===== config.mk =====
export PLATFORM = sky130hd
export DESIGN_NAME = puf_challenge_sequencer_flat
export DESIGN_NICKNAME = d
export VERILOG_FILES = /design/src/rtl/puf_seq_pkg.sv /design/src/rtl/puf_challenge_sequencer_if.sv /design/src/rtl/puf_seq_watchdog.sv /design/src/rtl/puf_challenge_sequencer.sv /design/src/flat_wrapper.sv
export SDC_FILE = /design/constraint.sdc
export NUM_CORES = 1
export LEC_CHECK = 0
export ABC_AREA = 1
export CAP_MARGIN = 10
export CORE_ASPECT_RATIO = 1.2
export CORE_UTILIZATION = 50
export DETAILED_ROUTE_END_ITERATION = 10
export PLACE_DENSITY = 0.75
export SYNTH_ARGS = -nofsm -noshare
export SYNTH_HDL_FRONTEND = slang
export SYNTH_SLANG_ARGS = --single-unit

===== constraint.sdc =====
create_clock -name clk -period 1.65 [get_ports clk]
set_clock_uncertainty 0.05 [all_clocks]
set_input_delay 0.33 -clock clk [delete_from_list [all_inputs] [get_ports clk]]
set_output_delay 0.33 -clock clk [all_outputs]
set_load 0.02 [all_outputs]

===== src/rtl/puf_seq_pkg.sv =====
// Shared types and constants for the PUF challenge sequencer.
// VOTE_REPS and vote_majority are used only when PUF_SEQ_VOTE_EN is defined.
package puf_seq_pkg;

    typedef enum logic [2:0] {
        IDLE  = 3'd0,
        ISSUE = 3'd1,
        WAIT  = 3'd2,
        STORE = 3'd3,
        DONE  = 3'd4
    } state_t;

    localparam int VOTE_REPS = 3;

    // Majority of three votes given the count of ones
    function automatic logic vote_majority(input logic [1:0] ones);
        return (ones >= 2'd2);
    endfunction

endpackage


===== src/rtl/puf_challenge_sequencer_if.sv =====
// Control/response and engine-side signals of the PUF challenge sequencer.
// master = environment (controller + engine); slave = sequencer.
interface puf_challenge_sequencer_if #(
    parameter int CHAL_W = 6,
    parameter int N_RESP = 16
);
    logic              start;
    logic              abort;
    logic [CHAL_W-1:0] base_chal;
    logic              busy;
    logic              resp_valid;
    logic [N_RESP-1:0] resp;
    logic              resp_ack;
    logic              err;
    logic              meas_en;
    logic              meas_start;
    logic [CHAL_W-1:0] meas_chal;
    logic              meas_done;
    logic              meas_gt;

    modport master (
        output start, abort, base_chal, resp_ack, meas_done, meas_gt,
        input  busy, resp_valid, resp, err, meas_en, meas_start, meas_chal
    );

    modport slave (
        input  start, abort, base_chal, resp_ack, meas_done, meas_gt,
        output busy, resp_valid, resp, err, meas_en, meas_start, meas_chal
    );
endinterface


===== src/rtl/puf_seq_watchdog.sv =====
// Saturating per-measurement timeout counter; expired marks the last allowed WAIT cycle.
module puf_seq_watchdog #(
    parameter int TIMEOUT = 2**28
) (
    input  logic clk,
    input  logic rst,
    input  logic clr,
    input  logic en,
    output logic expired
);
    localparam int CNT_W = $clog2(TIMEOUT);
    localparam logic [CNT_W-1:0] LIMIT = CNT_W'(TIMEOUT - 1);
    localparam logic [CNT_W-1:0] SAT   = {CNT_W{1'b1}};

    logic [CNT_W-1:0] cnt_r;

    // Counter: clear has priority, then count up to saturation
    always_ff @(posedge clk) begin
        if (rst || clr) begin
            cnt_r <= {CNT_W{1'b0}};
        end else if (en && (cnt_r != SAT)) begin
            cnt_r <= cnt_r + CNT_W'(1);
        end
    end

    assign expired = (cnt_r == LIMIT);
endmodule


===== src/rtl/puf_challenge_sequencer.sv =====
// Steps the RO-pair PUF engine over N_RESP challenges and assembles the response word.
// Optional PUF_SEQ_VOTE_EN: three measurements per challenge, majority vote per bit.
module puf_challenge_sequencer
    import puf_seq_pkg::*;
#(
    parameter int CHAL_W    = 6,
    parameter int N_RESP    = 16,
    parameter int CHAL_STEP = 1,
    parameter int TIMEOUT   = 2**28
) (
    input logic                     clk,
    input logic                     rst,
    puf_challenge_sequencer_if.slave bus
);
    localparam int IDX_W = (N_RESP > 1) ? $clog2(N_RESP) : 1;

    state_t            state_r, state_nxt_s;
    logic [CHAL_W-1:0] chal_r;
    logic [IDX_W-1:0]  idx_r;
    logic [N_RESP-1:0] resp_r;
    logic              err_r, gt_r;
    logic              busy_r, resp_valid_r, meas_en_r, meas_start_r;
    logic              abort_s, accept_s, capture_s, timeout_s, store_s;
    logic              last_idx_s, bit_final_s, vote_bit_s;
    logic              wd_clr_s, wd_en_s, wd_expired_s;

    assign abort_s    = bus.abort && (state_r != IDLE);
    assign last_idx_s = (idx_r == IDX_W'(N_RESP - 1));
    assign wd_clr_s   = (state_r == ISSUE);
    assign wd_en_s    = (state_r == WAIT);

    puf_seq_watchdog #(.TIMEOUT(TIMEOUT)) u_watchdog (
        .clk     (clk),
        .rst     (rst),
        .clr     (wd_clr_s),
        .en      (wd_en_s),
        .expired (wd_expired_s)
    );

`ifdef PUF_SEQ_VOTE_EN
    logic [1:0] rep_r, ones_r;

    assign bit_final_s = (rep_r == 2'(VOTE_REPS - 1));
    assign vote_bit_s  = vote_majority(ones_r + {1'b0, gt_r});

    // Vote accumulation across the repeated measurements of one challenge
    always_ff @(posedge clk) begin
        if (rst || accept_s) begin
            rep_r  <= 2'd0;
            ones_r <= 2'd0;
        end else if (store_s) begin
            if (bit_final_s) begin
                rep_r  <= 2'd0;
                ones_r <= 2'd0;
            end else begin
                rep_r  <= rep_r + 2'd1;
                ones_r <= ones_r + {1'b0, gt_r};
            end
        end
    end
`else
    assign bit_final_s = 1'b1;
    assign vote_bit_s  = gt_r;
`endif

    // Next-state and per-cycle strobes; abort from any busy state takes priority
    always_comb begin
        state_nxt_s = state_r;
        accept_s    = 1'b0;
        capture_s   = 1'b0;
        timeout_s   = 1'b0;
        store_s     = 1'b0;
        if (abort_s) begin
            state_nxt_s = IDLE;
        end else begin
            case (state_r)
                IDLE: begin
                    if (bus.start) begin
                        accept_s    = 1'b1;
                        state_nxt_s = ISSUE;
                    end else begin
                        state_nxt_s = IDLE;
                    end
                end
                ISSUE: state_nxt_s = WAIT;
                WAIT: begin
                    if (bus.meas_done) begin
                        capture_s   = 1'b1;
                        state_nxt_s = STORE;
                    end else if (wd_expired_s) begin
                        timeout_s   = 1'b1;
                        state_nxt_s = DONE;
                    end else begin
                        state_nxt_s = WAIT;
                    end
                end
                STORE: begin
                    store_s = 1'b1;
                    if (bit_final_s && last_idx_s) begin
                        state_nxt_s = DONE;
                    end else begin
                        state_nxt_s = ISSUE;
                    end
                end
                DONE: begin
                    if (bus.resp_ack) begin
                        state_nxt_s = IDLE;
                    end else begin
                        state_nxt_s = DONE;
                    end
                end
                default: state_nxt_s = IDLE;
            endcase
        end
    end

    // State register and outputs decoded from the next state so they leave flops
    always_ff @(posedge clk) begin
        if (rst) begin
            state_r      <= IDLE;
            busy_r       <= 1'b0;
            resp_valid_r <= 1'b0;
            meas_en_r    <= 1'b0;
            meas_start_r <= 1'b0;
        end else begin
            state_r      <= state_nxt_s;
            busy_r       <= (state_nxt_s != IDLE);
            resp_valid_r <= (state_nxt_s == DONE);
            meas_en_r    <= (state_nxt_s == ISSUE) || (state_nxt_s == WAIT) || (state_nxt_s == STORE);
            meas_start_r <= (state_nxt_s == ISSUE);
        end
    end

    // Challenge, bit index, response word and sticky error
    always_ff @(posedge clk) begin
        if (rst) begin
            chal_r <= {CHAL_W{1'b0}};
            idx_r  <= {IDX_W{1'b0}};
            resp_r <= {N_RESP{1'b0}};
            err_r  <= 1'b0;
            gt_r   <= 1'b0;
        end else begin
            if (accept_s) begin
                chal_r <= bus.base_chal;
                idx_r  <= {IDX_W{1'b0}};
                resp_r <= {N_RESP{1'b0}};
                err_r  <= 1'b0;
            end else if (store_s && bit_final_s) begin
                resp_r[idx_r] <= vote_bit_s;
                if (!last_idx_s) begin
                    idx_r  <= idx_r + IDX_W'(1);
                    chal_r <= chal_r + CHAL_W'(CHAL_STEP);
                end
            end else if (timeout_s) begin
                err_r <= 1'b1;
            end
            if (capture_s) begin
                gt_r <= bus.meas_gt;
            end
        end
    end

    assign bus.busy       = busy_r;
    assign bus.resp_valid = resp_valid_r;
    assign bus.resp       = resp_r;
    assign bus.err        = err_r;
    assign bus.meas_en    = meas_en_r;
    assign bus.meas_start = meas_start_r;
    assign bus.meas_chal  = chal_r;
endmodule


===== src/flat_wrapper.sv =====
// flat-port wrapper written by rule: the top's interface ports become plain ports
module puf_challenge_sequencer_flat import puf_seq_pkg::*;
#(
    parameter int CHAL_W    = 6,
    parameter int N_RESP    = 16,
    parameter int CHAL_STEP = 1,
    parameter int TIMEOUT   = 2**28
)
  (clk, rst, bus_start, bus_abort, bus_base_chal, bus_resp_ack, bus_meas_done, bus_meas_gt, bus_busy, bus_resp_valid, bus_resp, bus_err, bus_meas_en, bus_meas_start, bus_meas_chal);
  puf_challenge_sequencer_if #(.CHAL_W(CHAL_W), .N_RESP(N_RESP)) bus_i ();
  input logic clk;
  input logic rst;
  input wire logic [$bits(bus_i.start)-1:0] bus_start;
  input wire logic [$bits(bus_i.abort)-1:0] bus_abort;
  input wire logic [$bits(bus_i.base_chal)-1:0] bus_base_chal;
  input wire logic [$bits(bus_i.resp_ack)-1:0] bus_resp_ack;
  input wire logic [$bits(bus_i.meas_done)-1:0] bus_meas_done;
  input wire logic [$bits(bus_i.meas_gt)-1:0] bus_meas_gt;
  output wire logic [$bits(bus_i.busy)-1:0] bus_busy;
  output wire logic [$bits(bus_i.resp_valid)-1:0] bus_resp_valid;
  output wire logic [$bits(bus_i.resp)-1:0] bus_resp;
  output wire logic [$bits(bus_i.err)-1:0] bus_err;
  output wire logic [$bits(bus_i.meas_en)-1:0] bus_meas_en;
  output wire logic [$bits(bus_i.meas_start)-1:0] bus_meas_start;
  output wire logic [$bits(bus_i.meas_chal)-1:0] bus_meas_chal;
  assign bus_i.start = bus_start;
  assign bus_i.abort = bus_abort;
  assign bus_i.base_chal = bus_base_chal;
  assign bus_i.resp_ack = bus_resp_ack;
  assign bus_i.meas_done = bus_meas_done;
  assign bus_i.meas_gt = bus_meas_gt;
  assign bus_busy = bus_i.busy;
  assign bus_resp_valid = bus_i.resp_valid;
  assign bus_resp = bus_i.resp;
  assign bus_err = bus_i.err;
  assign bus_meas_en = bus_i.meas_en;
  assign bus_meas_start = bus_i.meas_start;
  assign bus_meas_chal = bus_i.meas_chal;
  puf_challenge_sequencer #(.CHAL_W(CHAL_W), .N_RESP(N_RESP), .CHAL_STEP(CHAL_STEP), .TIMEOUT(TIMEOUT)) u_core (.clk(clk), .rst(rst), .bus(bus_i));
endmodule

Word level (Yosys, flattened, before mapping)

Cells that the tools add are included.

Bitwise gates (word level): 2
Muxes and demuxes: 25
Add/subtract/negate cells: 3
Reduce and logical (&&, ||, !) cells: 14
Order comparisons: 2
Eq/ne operators: 12

Operator list:

| operator                                                              | number |
|---|---|
| 28-bit by 1-bit adder with 28-bit output, second input constant       | 1 |
| 28-bit equality test, second input constant                           | 1 |
| 28-bit != test, second input constant                                 | 1 |
| 6-bit 2-to-1 mux                                                      | 3 |
| 16-bit bitwise mux                                                    | 1 |
| 3-bit 2-to-1 mux                                                      | 5 |
| 3-bit case mux with 5 select lines                                    | 1 |
| 1-bit 2-to-1 mux                                                      | 14 |
| 3-bit by 2-bit equality test with 1-bit output, second input constant | 4 |
| 6-bit by 1-bit adder with 6-bit output, second input constant         | 1 |
| 3-bit by 1-bit equality test with 1-bit output, second input constant | 2 |
| 3-bit equality test, second input constant                            | 2 |
| 2-bit AND reduction                                                   | 3 |
| 3-bit nonzero test                                                    | 2 |
| 4-bit by 5-bit < comparator with 1-bit output, second input constant  | 1 |
| 4-bit by 1-bit adder with 4-bit output, second input constant         | 1 |
| 1-bit demux with 4-bit select                                         | 1 |
| 4-bit equality test, second input constant                            | 1 |
| 4-bit by 1-bit >= comparator with 1-bit output, second input constant | 1 |
| 1-bit logical AND                                                     | 3 |
| 3-bit logical NOT                                                     | 1 |
| 1-bit logical OR                                                      | 3 |
| 2-bit by 1-bit != test with 1-bit output, second input constant       | 1 |
| 1-bit NOT                                                             | 2 |
| other kinds (2)                                                       | 2 |

Bits of input ports: 13
Output and inout bits: 27
Bits in registers: 63

Logic depth before layout (Yosys ltp)

Gate-level depths: netlist of the first run.

Word-level depth: 8
Depth in mapped cells: 11
Mapped depth without buffers: 10

Modules after synthesis

Synthesis of the first run repeated with hierarchy kept, for this count alone.

Cells, all modules: 544
Area, all modules: 3468.3 um^2

Modules (own cells, without submodules):

| module                  | seq. area each (um^2) | cells each | area an instance (um^2) | times used |
|---|---|---|---|---|
| puf_seq_watchdog        | 560.5                 | 292        | 1760.4                  | 1 |
| puf_challenge_sequencer | 700.7                 | 252        | 1707.9                  | 1 |

Worst setup path after synthesis of the first run

No wires, ideal clock.

Kind: register -> register
Start point: register u_core.u_watchdog.cnt_r[0]
End point: register u_core.u_watchdog.cnt_r[19]
Data arrival time: 1.562 ns
Clock period less this slack: 1.743 ns
Setup slack: -0.093 ns
Path buffers: 1
Cell stages (with the launch flop): 12
Cell sequence: dfxtp_1 -> ha_1 -> inv_2 -> nor2_4 -> nand2_4 -> nor2_8 -> nand2_4 -> nand2_4 -> inv_2 -> buf_2 -> nand2_1 -> a21oi_2

Word-level cells in the longest chain between the ends: 2
Elaborated cells between the ends (all ways): 3

Ends and longest elaborated chain:

| item                                                                                             | RTL line               | source |
|---|---|---|
| start: declaration                                                                               | puf_seq_watchdog.sv:15 | `logic [CNT_W-1:0] cnt_r;` |
| start signal: assignment                                                                         | puf_seq_watchdog.sv:20 | `cnt_r <= {CNT_W{1'b0}};` |
| start signal: assignment                                                                         | puf_seq_watchdog.sv:22 | `cnt_r <= cnt_r + CNT_W'(1);` |
| parallel branches: the longest is 2 deep, another holds 28-bit by 1-bit adder with 28-bit output | -                      |  |

Parallel ways; which one is timed is not known.
A chain may end at the register's enable or synchronous reset.

Final worst setup path of the first run

Start point: register u_core.u_watchdog.cnt_r[15]
End point: register u_core.u_watchdog.cnt_r[0]

Word-level cells in the longest chain between the ends: 2

Ends and longest elaborated chain:

| item              | RTL line               | source |
|---|---|---|
| 28-bit != test    | puf_seq_watchdog.sv:21 | `end else if (en && (cnt_r != SAT)) begin` |
| 1-bit logical AND | puf_seq_watchdog.sv:21 |  |

No other way between the ends.

==> results of run 1 <==
-- logic make-up after synthesis --
logic type	after synthesis
compound gates	83
fa+ha+maj	6
buf+inv	60
flops	63
simple gates	274
xor+xnor	16
-- through the flow --
| step | setup slack (ns) | setup TNS (ns) | cell area [µm²] |
|---|---|---|---|
| detailed placement | -0.142 | -2.03 | 4200 |
| global route | -0.000888 | -0.000888 | 4460 |
| floorplan | 0.00464 | 0 | 3420 |
| CTS | 0.000275 | 0 | 4380 |
| global placement | -0.0777 | -1.03 | 4200 |
| finish | 0.102 | 0 | 4460 |
-- power breakdown --
group | internal [W] | switching, W
registers | 0.00158 | 0.0000511
clock network | 0.000793 | 0.000686
logic | 0.000252 | 0.000405
-- worst max-delay path, stage by stage (launching register included) --
cell and delay [ns]:
dfxtp_1 0.33, nand2_1 0.10, nor2_1 0.22, nand2_2 0.13, nor2_8 0.12, nand2_4 0.07
nand2_8 0.09, clkbuf_16 0.16, o21ai_0 0.07, a21oi_1 0.10
-- metal layers --
| layer | global-route usage (%) | vias to the layer above | part of all wire [%] |
|---|---|---|---|
| li1 | - | 1782 | - |
| met1 | 28.5 | 1572 | 41 |
| met2 | 46.6 | 116 | 50 |
| met3 | 5.42 | 32 | 4.8 |
| met4 | 13.4 | 0 | 3.6 |
| met5 | 0 | - | 0 |
-- final cells by class --
type                       instances  area (µm²)  area share [%]
clock buffer                      11         151            3.39
clock inverter                     5        63.8            1.43
inverter                          48         183            4.09
multi-input combinational        379        1940            43.4
sequential                        63        1270            28.5
tap                               85         106            2.38
timing repair buffer              85         752            16.8
-- synth_stat cells --
| master | n | share of area (%) |
|---|---|---|
| buf_2 | 4 | 0.59 |
| buf_8 | 1 | 0.44 |
| dfxtp_1 | 63 | 37 |
| a22oi_1 | 1 | 0.22 |
| xor2_1 | 10 | 2.6 |
| nor2_8 | 1 | 0.59 |
| nor3_1 | 2 | 0.29 |
| nor3_4 | 1 | 0.48 |
| buf_12 | 1 | 0.59 |
| a31oi_1 | 3 | 0.55 |
| o31ai_1 | 1 | 0.22 |
| xnor2_1 | 6 | 1.5 |
| nand4_1 | 6 | 1.1 |
| clkbuf_1 | 5 | 0.55 |
| ha_1 | 6 | 2.2 |
| o21bai_1 | 1 | 0.22 |
| buf_4 | 1 | 0.22 |
| inv_1 | 45 | 5.0 |
| nand2_4 | 3 | 0.99 |
| or2_2 | 1 | 0.18 |
| inv_2 | 3 | 0.33 |
| nand3_1 | 38 | 5.6 |
| a21oi_1 | 41 | 6.0 |
| a31o_2 | 1 | 0.26 |
| a21oi_2 | 10 | 2.6 |
| nor2_4 | 2 | 0.66 |
| nand2_1 | 146 | 16 |
| nor2_2 | 2 | 0.37 |
| nand2_2 | 13 | 2.4 |
| nor2_1 | 59 | 6.5 |
| a211oi_1 | 2 | 0.44 |
| o21ai_0 | 23 | 3.4 |
-- state kept, by name, summed over array words and instances, names as in the netlist --
register and cells:
u_core.u_watchdog.cnt_r 28, u_core.bus.resp 16, u_core.bus.meas_chal 6, u_core.idx_r 4
u_core.state_r 3, u_core.bus.busy 1, u_core.bus.err 1, u_core.bus.meas_en 1
u_core.bus.meas_start 1, u_core.bus.resp_valid 1, u_core.gt_r 1
-- path summary, 6_finish.rpt --
path	start	to	slack [ns]	depth (start not counted)
worst max register to register	u_core.u_watchdog.cnt_r[15]	u_core.u_watchdog.cnt_r[0]	0.10	9
worst max-delay path	u_core.u_watchdog.cnt_r[15]	u_core.u_watchdog.cnt_r[0]	0.10	9
worst min register to register	u_core.bus.resp[9]	u_core.bus.resp[9]	0.43	2
worst min-delay path	u_core.bus.resp[9]	u_core.bus.resp[9]	0.43	2
-- timing repair --
item / 4_1_cts / 5_1_grt
hold endpoints to repair: 0 / 0
resized for setup: 26 / 22
pin swaps: 0 / 1
setup endpoints to repair: 26 / 37
hold buffers: 0 / 0
gates cloned: 0 / 2
==> summary.md, run 1 <==
| Metric | Value |
|---|---|
| Result of the run | `complete, no violations` |
| Final worst path period need | `1.55 ns` |
| Leading cell type in the layout, fill and taps excluded | `nand2_1` |
| Remaining design rule violation count | `0` |
| Netlist Area Pre-Place | `0.00341 mm²` |
| Number of distinct standard cells referenced by the synthesized netlist | `32` |
| Xor/xnor cell area share of the yosys netlist | `4.11%` |
| Data arrival time of the critical path | `1.78 ns` |
| Boundary pin count | `40` |
| Post-DR wirelength/cell | `13.5 µm` |
| Worst IR Drop VDD | `0.000788 V` |
| Post-Route Utilization | `68.4%` |
| Multiplexer area fraction after synthesis | `0%` |
| Nets@finish | `605` |
| Slew at the pin closest to its max-slew limit | `0.565 ns` |
| Aggregate global routing overflow | `0` |
| Initial Utilization | `52.3%` |
| Sequential cell area fraction in the yosys report | `37.0%` |
| Startpoint class of the critical path | `flop` |
| Share of post-route cells with drive strength above 1 | `19.5%` |
| Area Overhead vs Synth | `30.9%` |
| Fin cells | `676` |
| Skew-Pair Late Insertion Delay | `0.36 ns` |
| CTS tree | `yes` |
| 1st-iter DRT viols | `219` |
| Master cell of the clock root buffer | `clkbuf_8` |
| Clock tree sinks | `63` |
| Number of H-tree levels | `3` |
| Power density over the cells | `844 mW/mm²` |
| Buffer levels on the longest clock path | `2` |
| Number of setup violations in the final report | `0` |
| Syn. warnings | `0` |
| Highest-count cells in the layout ignoring fill and taps | `144 x nand2_1, 56 x nor2_1, 54 x dfxtp_1` |
| Clock transition time at the flip-flop clock pins of the worst setup and hold paths | `0.08 ns` |
| Share of the clock period used by the worst path after layout | `93.8%` |
| Remaining number of nets flagged by the antenna check after routing | `0` |
| Compound-Gate Fraction of Synth Area | `13.9%` |
| Overall via count from detail_route | `3502` |
| Final HPWL DP | `6.33 mm` |
| Standard cell core area | `0.00653 mm²` |
| Number of filler cells placed in the layout | `573` |
| Count of pins over their slew limit | `0` |
| Post-CTS Setup Inserts | `0` |
| Total Die Area | `0.00716 mm²` |
| Cells after Synth | `502` |
| Peak Freq | `0.646 GHz` |
| Category of the critical setup timing path | `reg -> reg` |
| Number of flip-flops and latches in the synthesized netlist | `63` |
| Routed via count divided by cell count | `5.18` |
| Tightest slew margin relative to the limit | `62.3%` |
| First-pass GRT wire length | `14.7 mm` |
| Cell leakage power | `1.91 nW` |
| Mean instance size in the synthesized netlist | `6.79 µm²` |
| Critical Path Fanout Max | `7` |
| Crit. End Element | `flop` |
| Maximum number of pins on one net before global-route repair | `29` |
| Vertical extent of the die | `92.5 µm` |
| Max capacitance violation total | `0` |
| Wire length reported by the detailed router | `9.12 mm` |
| Endpoint required time on the critical path | `1.88 ns` |
| Main combinational cell family by area after synthesis | `simple AND/OR/NAND/NOR gates` |
| Hold Path Class | `reg -> reg` |
| Total power of the final layout | `0.00377 W` |
| Routability congestion estimate from global placement | `0.867` |
| Vias in the first global route | `3354` |
| Global-route usage over all layers | `26.0%` |
| # rows | `32` |
| TritonCTS buffer count | `9` |
| Worst hold margin | `0.427 ns` |
| Adder-cell share of the synthesized area | `2.20%` |
| First-pass iteration count of the detailed router | `6` |
| Initial antenna violation count | `0` |
| Number of placed cells counting well taps | `658` |
| Final Hold Violating Endpoints | `0` |
| Area share of and/or/nand/nor cells after synthesis | `35.2%` |
| Count of port buffers added during placement | `39` |
| Number of diodes added for antenna fixing | `0` |
| Post-synthesis net count | `521` |
| Die outline width | `77.4 µm` |
Power figures use the tool's default switching activity.
==> run 2: changes to the inputs <==
--- a/config.mk
+++ b/config.mk
@@ -15,2 +15,3 @@
 export SYNTH_HDL_FRONTEND = slang
+export SYNTH_HIERARCHICAL = 1
 export SYNTH_SLANG_ARGS = --single-unit
--- a/constraint.sdc
+++ b/constraint.sdc
@@ -4,2 +4,2 @@
 set_output_delay 0.33 -clock clk [all_outputs]
-set_load 0.02 [all_outputs]
+set_load 0.01 [all_outputs]
==> summary.md, run 2 <==
| Metric | Value |
|---|---|
| Result of the run | `complete, no violations` |
| Hold path start | `u_core/bus.resp[9]` |
| Most numerous cell types in the synthesized netlist | `133 x nand2_1, 112 x nor2_1, 63 x dfxtp_1` |
| Power density over the cells | `759 mW/mm² (-10%)` |
| Remaining design rule violation count | `0 (unchanged)` |
| Final worst path period need | `1.64 ns (+0.0961 ns)` |
| Hold Path Class | `reg -> reg` |
| Top routing layer in use | `met4` |
| Buffer levels on the longest clock path | `2 (unchanged)` |
| Initial antenna violation count | `0 (unchanged)` |
| Most repeated library cell on the critical path | `inv_2` |
| Post-synth top area cell | `dfxtp_1` |
| Boundary pin count | `40 (unchanged)` |
| Overall via count from detail_route | `3721 (+6.3%)` |
| Hold buffer count at cts | `0 (unchanged)` |
| Hold Path Stages | `2 (unchanged)` |
| Highest-count cells in the layout ignoring fill and taps | `129 x nand2_1, 102 x nor2_1, 53 x inv_1` |
| Final Cell Area | `0.00468 mm² (+4.8%)` |
| # rows | `32 (unchanged)` |
| Length of routed met3 wiring | `386 µm (-12%)` |
| Category of the critical setup timing path | `reg -> reg` |
| Async set-or-reset flop fraction in the synthesized netlist | `0% (unchanged)` |
| Startpoint class of the critical path | `flop` |
| Top flip-flop cell by instance count after synthesis | `dfxtp_1` |
| Share of the clock period used by the worst path after layout | `99.6% (+5.8 points)` |
| Standard cell core area | `0.00657 mm² (+0.61%)` |
| Post-DR wirelength/cell | `12.5 µm (-7.5%)` |
| Clock tree sinks | `63 (unchanged)` |
| Critical Path Fanout Max | `4 (-3)` |
| Maximum number of pins on one net before global-route repair | `28 (-3.4%)` |
| Number of distinct standard cells referenced by the synthesized netlist | `28 (-13%)` |
| Mean instance size in the synthesized netlist | `6.38 µm² (-6.2%)` |
| 1st-iter DRT viols | `196 (-11%)` |
| Count of pins over their slew limit | `0 (unchanged)` |
| Number of flip-flops under the largest register name | `28 (unchanged)` |
| Slew at the pin closest to its max-slew limit | `0.498 ns (-0.0677 ns)` |
| Worst hold margin | `0.435 ns (+0.00733 ns)` |
| Tightest slew margin relative to the limit | `66.7% (+4.4 points)` |
| Clock transition time at the flip-flop clock pins of the worst setup and hold paths | `0.07 ns (about the same)` |
| Worst-case hold path end point | `u_core/bus.resp[9]` |
| First-pass GRT wire length | `14.6 mm (-0.33%)` |
| Routability congestion estimate from global placement | `0.882 (+1.7%)` |
| Met2 layer wire length in the routed design | `4.58 mm (about the same)` |
| Die outline width | `78.0 µm (+0.82%)` |
| Number of setup violations in the final report | `0 (unchanged)` |
| Share of post-route cells with drive strength above 1 | `20.5% (+1.0 points)` |
| Vias in the first global route | `3402 (+1.4%)` |
| Peak Freq | `0.608 GHz (-5.8%)` |
| Total power of the final layout | `0.00355 W (-5.8%)` |
| Routed via count divided by cell count | `5.14 (-0.79%)` |
| Final HPWL DP | `6.26 mm (-1.2%)` |
| Unrepaired setup endpoints after global routing | `true` |
| Cells after Synth | `544 (+8.4%)` |
| Worst reg-to-reg path cell count | `13 (+4)` |
| Master cell of the clock root buffer | `clkbuf_8` |
| Wire length reported by the detailed router | `9.03 mm (-0.98%)` |
| Slack of the worst reg-to-reg path | `0.006 ns (-0.10 ns)` |
| Placed Instance Area | `0.00425 mm² (+1.4%)` |
| Number of H-tree levels | `3 (unchanged)` |
| Count of port buffers added during placement | `39 (unchanged)` |
| Netlist Area Pre-Place | `0.00347 mm² (+1.7%)` |
| Number of filler cells placed in the layout | `561 (-2.1%)` |
| Remaining number of nets flagged by the antenna check after routing | `0 (unchanged)` |
| Largest register by flop count | `u_core/u_watchdog/cnt_r` |
| First-pass iteration count of the detailed router | `5 (-1)` |
| End of the worst register-to-register path | `u_core/bus.busy` |
| Launching element of the worst setup path | `u_core/u_watchdog/cnt_r[0]` |
| CP cell instances | `ha_4 -> nand3_4 -> inv_4 -> nand2_4 -> inv_2 -> nand3_4 -> inv_2 -> inv_2 -> nor2_4 -> nand3_1 -> nand3_1 -> nand3_2 -> nand3_2` |
| Worst IR Drop VDD | `0.000582 V (-26%)` |
| Fin cells | `724 (+7.1%)` |
| Number of enable-type register cells in the synthesized netlist | `0 (unchanged)` |
| TritonCTS buffer count | `9 (unchanged)` |
| Area Overhead vs Synth | `34.8%` |
| Number of flip-flops and latches in the synthesized netlist | `63 (unchanged)` |
| Number of diodes added for antenna fixing | `0 (unchanged)` |
| Syn. warnings | `6 (+6)` |
| Most common cell in the netlist | `nand2_1` |
| Met1 Wirelength | `3.80 mm (+0.88%)` |
| Nets@finish | `654 (+8.1%)` |
| Sequential cell area fraction in the yosys report | `36.4% (-0.61 points)` |
| Vertical extent of the die | `93.2 µm (+0.82%)` |
| Data arrival time of the critical path | `1.89 ns (+0.11 ns)` |
| RR Startpoint | `u_core/u_watchdog/cnt_r[0]` |
| Skew-Pair Late Insertion Delay | `0.35 ns (about the same)` |
| Initial Utilization | `52.8% (+0.56 points)` |
| Number of placed cells counting well taps | `698 (+6.1%)` |
| Global-route usage over all layers | `25.7% (-0.26 points)` |
| CP max stage cell | `dfxtp_4` |
| Endpoint required time on the critical path | `1.89 ns (about the same)` |
| Share of the synthesized area in the top cell type | `36.4% (-0.61 points)` |
| Delay contributed by the slowest stage of the critical path | `0.37 ns (+0.04 ns)` |
| Total Die Area | `0.00728 mm² (+1.6%)` |
| Crit. End Element | `flop` |
| CTS tree | `yes` |
| Cell leakage power | `2.03 nW (+6.2%)` |
| Top cells by area, synth | `dfxtp_1 36%, nand2_1 14%, nor2_1 12%, nand3_1 7.1%, inv_1 6.4%` |
| Leading cell type in the layout, fill and taps excluded | `nand2_1` |
| Aggregate global routing overflow | `0 (unchanged)` |
| Max capacitance violation total | `0 (unchanged)` |
| Post-synthesis net count | `563 (+8.1%)` |
| Final Hold Violating Endpoints | `0 (unchanged)` |
run 2: cell count changes after synthesis, moves of 6 or more:
cell / previous run / this run
nand3_1: 38 / 49
xor2_1: 10 / 2
nand2_1: 146 / 133
a21oi_1: 41 / 33
nor2_1: 59 / 112
nand2_2: 13 / 6
nor2_4: 2 / 8
inv_1: 45 / 59
a21oi_2: 10 / 0
nor3_1: 2 / 11
run 2: worst max path at each step:
stage                                         end  slack, ns  cells past startpoint
after global placement    u_core/bus.meas_chal[1]      -0.03                      6
after CTS                       u_core/state_r[2]      0.002                     13
after detailed placement       u_core/bus.resp[5]      -0.08                      7
after global routing            u_core/state_r[2]      -0.13                     13
after floorplan                   u_core/bus.busy       0.02                     13
final                             u_core/bus.busy      0.006                     13
run 2: cell families (layout without fill, tap and decap cells):
group | after synthesis | in the layout | share of synthesized area [%]
compound gates | 56 | 56 | 8.12
xor+xnor | 3 | 3 | 0.758
fa+ha+maj | 6 | 6 | 2.16
buf+inv | 76 | 171 | 8.98
flops | 63 | 63 | 36.4
simple gates | 340 | 340 | 43.6
run 2: power breakdown:
part           switching, W  internal [W]
logic              0.000245      0.000211
clock network      0.000610      0.000879
registers         0.0000408       0.00156
run 2: metal layers:
layer / up-vias / global-route usage [%]
met5: - / 0
met4: 0 / 12.8
met3: 24 / 5.56
met2: 106 / 46.1
met1: 1675 / 28.5
li1: 1916 / -
run 2: stage by stage:
stage	setup WS, ns	utilization [%]	setup TNS [ns]
finish	0.00636	71.2	0
global placement	-0.0300	64.8	-0.166
floorplan	0.0216	-	0
detailed placement	-0.0762	64.8	-0.478
CTS	0.00173	68.0	0
global route	-0.126	71.2	-0.875
run 2: repair_timing:
action	4_1_cts	5_1_grt
gates resized for setup	11	45
setup buffers	0	11
pin swaps	0	15
setup endpoints to repair	8	37
run 2: layout make-up:
cell class              count  area, µm²  share of cell area [%]
clock buffers              11        141                    3.02
clock inverters             4       70.1                    1.50
inverters                  65        246                    5.27
multi-input cells         405       2000                    42.8
flip-flops and latches     63       1280                    27.4
well taps                  85        106                    2.27
repair buffers             91        828                    17.7
run 2: critical path, delay by kind of cell, from the launching register on:
kind | cells | cell delay (ns)
flops | 1 | 0.37
simple gates | 8 | 0.76
buf+inv | 4 | 0.27
fa+ha+maj | 1 | 0.15
==> run 3: changes to the inputs <==
Settings changed: ABC_CLOCK_PERIOD_IN_PS from default to 1650.
==> results of run 3 <==
Final layout, timing and power as in run 2 (identical DEF).
